===== src/rtl/mux8_4_pkg.sv =====
`default_nettype none
// ============================================================================
//  Module      : mux8_4_pkg
//  Description : Shared lane geometry defaults and select-width derivation.
//  Revision    : 1.0
// ============================================================================
package mux8_4_pkg;

    localparam int C_LANE_W_DEF = 4;
    localparam int C_LANES_DEF  = 8;

    // A single lane still needs a one-bit select port.
    function automatic int sel_width(input int lanes);
        int w;
        w = 0;
        while ((1 << w) < lanes) begin
            w = w + 1;
        end
        if (w < 1) begin
            w = 1;
        end
        return w;
    endfunction

    localparam int C_SEL_W_DEF = sel_width(C_LANES_DEF);

endpackage : mux8_4_pkg
`default_nettype wire


===== src/rtl/mux8_4_sel.sv =====
`default_nettype none
// ============================================================================
//  Module      : mux8_4_sel
//  Description : Combinational lane selector; an out-of-range select yields zero.
//  Revision    : 1.0
// ============================================================================
module mux8_4_sel
    import mux8_4_pkg::*;
#(
    parameter int LANE_W = C_LANE_W_DEF,
    parameter int LANES  = C_LANES_DEF,
    parameter int SEL_W  = sel_width(LANES)
) (
    input  logic [SEL_W-1:0]        select_i,
    input  logic [LANES*LANE_W-1:0] in_i,
    output logic [LANE_W-1:0]       lane_o
);

    // Only indices that match a real lane drive the output, so select >= LANES
    // falls through to the all-zero default.
    always_comb begin
        lane_o = '0;
        for (int k = 0; k < LANES; k++) begin
            if (select_i == SEL_W'(k)) begin
                lane_o = in_i[k*LANE_W +: LANE_W];
            end
        end
    end

endmodule : mux8_4_sel
`default_nettype wire


===== src/rtl/mux8_4.sv =====
`default_nettype none
// ============================================================================
//  Module      : mux8_4
//  Description : Registered lane multiplexer with valid qualifier.
//  Revision    : 1.0
// ============================================================================
module mux8_4
    import mux8_4_pkg::*;
#(
    parameter int LANE_W = C_LANE_W_DEF,
    parameter int LANES  = C_LANES_DEF,
    parameter int SEL_W  = sel_width(LANES)
) (
    input  logic                    clk,
    input  logic                    reset,
    input  logic [SEL_W-1:0]        select,
    input  logic [LANES*LANE_W-1:0] in,
    input  logic                    in_valid,
    output logic [LANE_W-1:0]       out,
    output logic                    out_valid
);

    logic [LANE_W-1:0] w_lane;
    logic [LANE_W-1:0] out_d;
    logic [LANE_W-1:0] out_q;
    logic              out_valid_q;

    mux8_4_sel #(
        .LANE_W (LANE_W),
        .LANES  (LANES),
        .SEL_W  (SEL_W)
    ) u_sel (
        .select_i (select),
        .in_i     (in),
        .lane_o   (w_lane)
    );

    always_comb begin
        out_d = out_q;
        if (in_valid) begin
            out_d = w_lane;
        end
    end

    always_ff @(posedge clk) begin
        if (reset) begin
            out_q       <= '0;
            out_valid_q <= 1'b0;
        end else begin
            out_q       <= out_d;
            out_valid_q <= in_valid;
        end
    end

    assign out       = out_q;
    assign out_valid = out_valid_q;

endmodule : mux8_4
`default_nettype wire


===== config.mk =====
export PLATFORM = sky130hd
export DESIGN_NAME = mux8_4
export DESIGN_NICKNAME = d
export VERILOG_FILES = /design/src/rtl/mux8_4_pkg.sv /design/src/rtl/mux8_4_sel.sv /design/src/rtl/mux8_4.sv
export SDC_FILE = /design/constraint.sdc
export NUM_CORES = 1
export LEC_CHECK = 0
export CORE_UTILIZATION = 29
export CTS_CLUSTER_SIZE = 20
export DETAILED_ROUTE_END_ITERATION = 8
export PLACE_DENSITY = 0.79
export SYNTH_ARGS = -nofsm -noshare
export SYNTH_HDL_FRONTEND = slang
export SYNTH_HIERARCHICAL = 1
export SYNTH_SLANG_ARGS = --single-unit

===== constraint.sdc =====
create_clock -name clk -period 1.8 [get_ports clk]
set_input_delay 0.36 -clock clk [delete_from_list [all_inputs] [get_ports clk]]
set_output_delay 0.36 -clock clk [all_outputs]
set_load 0.05 [all_outputs]

# Word level (Yosys, flattened, before mapping)
# Cells that the tools add are included.
word_totals:
  ff_bits: 5
  input_bits: 38
  output_inout_bits: 5
  wordCells: 18
classes:
  n_eq_ne: 7
  muxes: 8
  n_reduce_logical: 1
ops:
  columns: ["cell", "count"]
  rows:
  - ["$mux W4", 8]
  - ["$eq A3 B3 Y1 const B", 4]
  - ["$eq A3 B2 Y1 const B", 2]
  - ["$eq A3 B1 Y1 const B", 1]
  - ["$logic_not A3 Y1", 1]

# Depth between registers and ports, before layout
depth:
  word_depth: 9
  mapped_depth: 6
  depth_no_buf: 5

# Modules after synthesis
# Netlist, hierarchy kept.
by_module_without_submodules:
  columns: ["mod", "n_inst", "cells_per_inst", "area_each_um2", "seq_area_each_um2"]
  rows:
  - ["mux8_4_sel", 1, 22, 290.3, 0.0]
  - ["mux8_4", 1, 15, 172.7, 100.1]

# Worst setup path after synthesis
# No wires, ideal clock.
synth_path:
  kind: "input to register"
  from: "input port select[0]"
  to: "register out_q[1], in the netlist out[1]"
  setup_time_ns: 0.116
  t_arrival_ns: 1.425
  required_time_ns: 1.684
  path_slack_ns: 0.259
  stages: 5
  path_buffers: 1
  cell_sequence: "buf_6 mux4_1 mux2_2 mux2i_1 nor2_1"
synth_via:
  elab_chain_len: 9
  elab_cells_between_ends: 16
  classes_between: "7 x eq/ne; 8 x mux; 1 x reduce/logical"
synth_rtl:
  columns: ["item", "line_no", "rtl"]
  rows:
  - ["from (decl)", "mux8_4.sv:16", "input logic [SEL_W-1:0] select,"]
  - ["$logic_not A3 Y1", "mux8_4_sel.sv:24", "if (select_i == SEL_W'(k)) begin"]
  - ["$mux W4 (7 in a row)", "mux8_4_sel.sv:24", null]
  - ["$mux W4 *", "mux8_4_sel.sv:24", null]
  - ["via w_lane[1]", "mux8_4.sv:23", "logic [LANE_W-1:0] w_lane;"]
  - ["to (signal assigned)", "mux8_4.sv:50", "out_q <= out_d;"]
  - ["to (decl)", "mux8_4.sv:25", "logic [LANE_W-1:0] out_q;"]
# The timed path passes the listed nets; every way through them passes the cells marked *.
# A chain may end at the register's enable or synchronous reset.

# Worst setup path after layout
layout_path:
  from: "register out_valid_q, in the netlist out_valid"
  to: "output port out_valid"
layout_lines:
  columns: ["item", "line_no", "rtl"]
  rows:
  - ["from (decl)", "mux8_4.sv:26", "logic out_valid_q;"]
  - ["from (signal assigned)", "mux8_4.sv:51", "out_valid_q <= in_valid;"]
  - ["to (decl)", "mux8_4.sv:20", "output logic out_valid"]
# No word-level cell between the ends.

==> impl_metrics.toml <==
[synth]
ys_warn_count = 6
synth.net_count = 75
synthCells = 37
synth_cell_types = 15
synthesis.area_um2 = 463
synth_area_per_cell_um2 = 12.5
synth_seq_cells = 5
ys_seq_area_frac = 0.216

[critical_path]
worstPathArrival_ns = 1.32
reg2regPathDepth = 2
crit_slowest_cell = "clkdlybuf4s50_1"
crit_type = "flop to output pin"
cp_num_buf_inv = 1
r2r-start = "out[1]"
path_cells = "clkdlybuf4s50_1"
crit_family = "buffers and inverters"
critPathRequiredTime_ns = 1.44
r2r_slack_ns = 1.20
critPathMaxStageDelay_ns = 0.79
end_kind = "output pin"
startpoint_type = "flop"
path_max_fanout = 1
r2r-end = "out[1]"

[clock_network]
clk_path_buf_depth = 2
clock_sinks = 5
hold_buffers = 0
htree_levels = 1
clk_pin_slew_ns = 0.04
insertion_delay_ns = 0.23
clockRootBuffer = "clkbuf_4"
cts_buffers = 3
cts_tree = "built"

[detailed_routing]
vias_per_cell = 4.94
vias = 494
drcViolationCount = 0
wirelength_um = 1330
final_antenna_net_count = 0
drt_iter0_markers = 1
wl_per_cell_um = 13.3
dr.pass1.iters = 2

[timing]
tns_ns = 0
finalHoldViolCount = 0
setup_viol = 0
drv_slew = 0
layout_setup_ws_ns = 0.120
period_needed_ns = 1.68
fin_skew_ns = 0
period_share = 0.933
tightest_slew_ns = 0.491
timing.fmax_mhz = 595
slew_headroom = 0.672
rsz0062_at_grt = "no"

[hold_path]
min_to = "out[0]"
min_path_type = "flop to flop"
min-delay-start = "out[0]"
worstHoldPathCells = 2

[floorplanning]
core_um2 = 1510
start_util = 0.307
die_y_um = 42.0
num_rows = 14
die_area_um2 = 1760
die_w_um = 42.0
num_io_pins = 43

[power]
total_power_mw = 0.462
p_leak_nw = 0.362
peakVddDrop_v = 0.000291
power_density_nw_per_um2 = 509

[cells_and_area]
fin_area_um2 = 907
nets = 123
drive_above_1_share = 0.262
final_util = 0.602
n_antenna_cell = 0
area_growth_pct = 95.9

[global_routing]
grt_pass1_vias = 502
grt-ovfl-total = 0
grt_max_degree = 12
antenna_found_initial = 0
grt_pass1_wl_um = 2200
grt_usage = 0.161

[placement]
place_congestion = 0.710
dp_slack_ns = -0.346
placed_area_um2 = 893
numPortBuffers = 42
post-dp-hpwl_um = 1040

[run_status]
status = "completed"

[flow_run]
cap_violations = 0
==> state kept, by name, summed over array words and instances (netlist names) <==
name       count
out_valid      1
out            4
==> report_power, final <==
part | internal [mW] | total (mW) | switching (mW)
sequential | 0.120 | 0.125 | 0.00463
clock | 0.0835 | 0.125 | 0.0416
combinational | 0.135 | 0.212 | 0.0772
==> layout by cell type (no fill, tap or decap), types with 2 or more instances in the layout <==
cell / n
mux4_2: 7
o21ai_0: 2
clkdlybuf4s50_1: 37
clkbuf_4: 3
nor2_1: 5
mux2i_1: 4
buf_4: 8
mux2_2: 2
dfxtp_1: 5
==> cell families after synthesis <==
group,Yosys count,synth area share
mux,14,0.557
buf+inv,4,0.0649
compound gates,5,0.0703
simple gates,9,0.0919
flops,5,0.216
==> what timing repair did <==
item | CTS | global route
gates resized for setup | 10 | 0
hold endpoints to repair | 0 | 0
endpoints found under the setup margin | 4 | 0
setup buffers | 1 | 0
==> worst max path at each step <==
stage	to	slack (ns)	startpoint	cells past startpoint
floorplan	out[1]	0.26	select[0]	5
global placement	out[1]	-0.32	select[0]	6
detailed placement	out[1]	-0.35	select[0]	6
CTS	out_valid	0.11	out_valid	1
global route	out_valid	0.08	out_valid	1
finish	out_valid	0.12	out_valid	1
==> final cells by class <==
type,instances,area [µm²]
repair buffers,47,450
clock buffers,4,26.3
well taps,16,20.0
multi-input cells,28,310
fillers,154,599
flip-flops and latches,5,100
==> layer usage <==
| layer | part of all wire | global-route usage |
|---|---|---|
| met1 | 0.36 | 0.184 |
| met2 | 0.54 | 0.297 |
| met3 | 0.095 | 0.0261 |
| met4 | 0 | 0.0581 |
| met5 | 0 | 0 |
==> synth_stat cells, drive strengths merged <==
library cell	instances	area, µm²
o31a	1	8.76
nand3b	1	7.51
clkbuf	2	7.51
mux4	7	184
nand2b	1	6.26
nor2	5	18.8
mux2	3	33.8
nor2b	1	6.26
dfxtp	5	100
nand2	1	3.75
a21oi	1	5.00
buf	2	22.5
mux2i	4	40.0
o21ai	2	10.0
o32ai	1	8.76
==> metrics by stage <==
stage | hold WS (ns) | instances
after floorplan | 0.432 | 37
after global placement | 0.485 | 95
after detailed placement | 0.496 | 95
after CTS | 0.504 | 100
after global routing | 0.528 | 100
final | 0.497 | 100
Note: power is estimated with default switching activity, not from simulation.
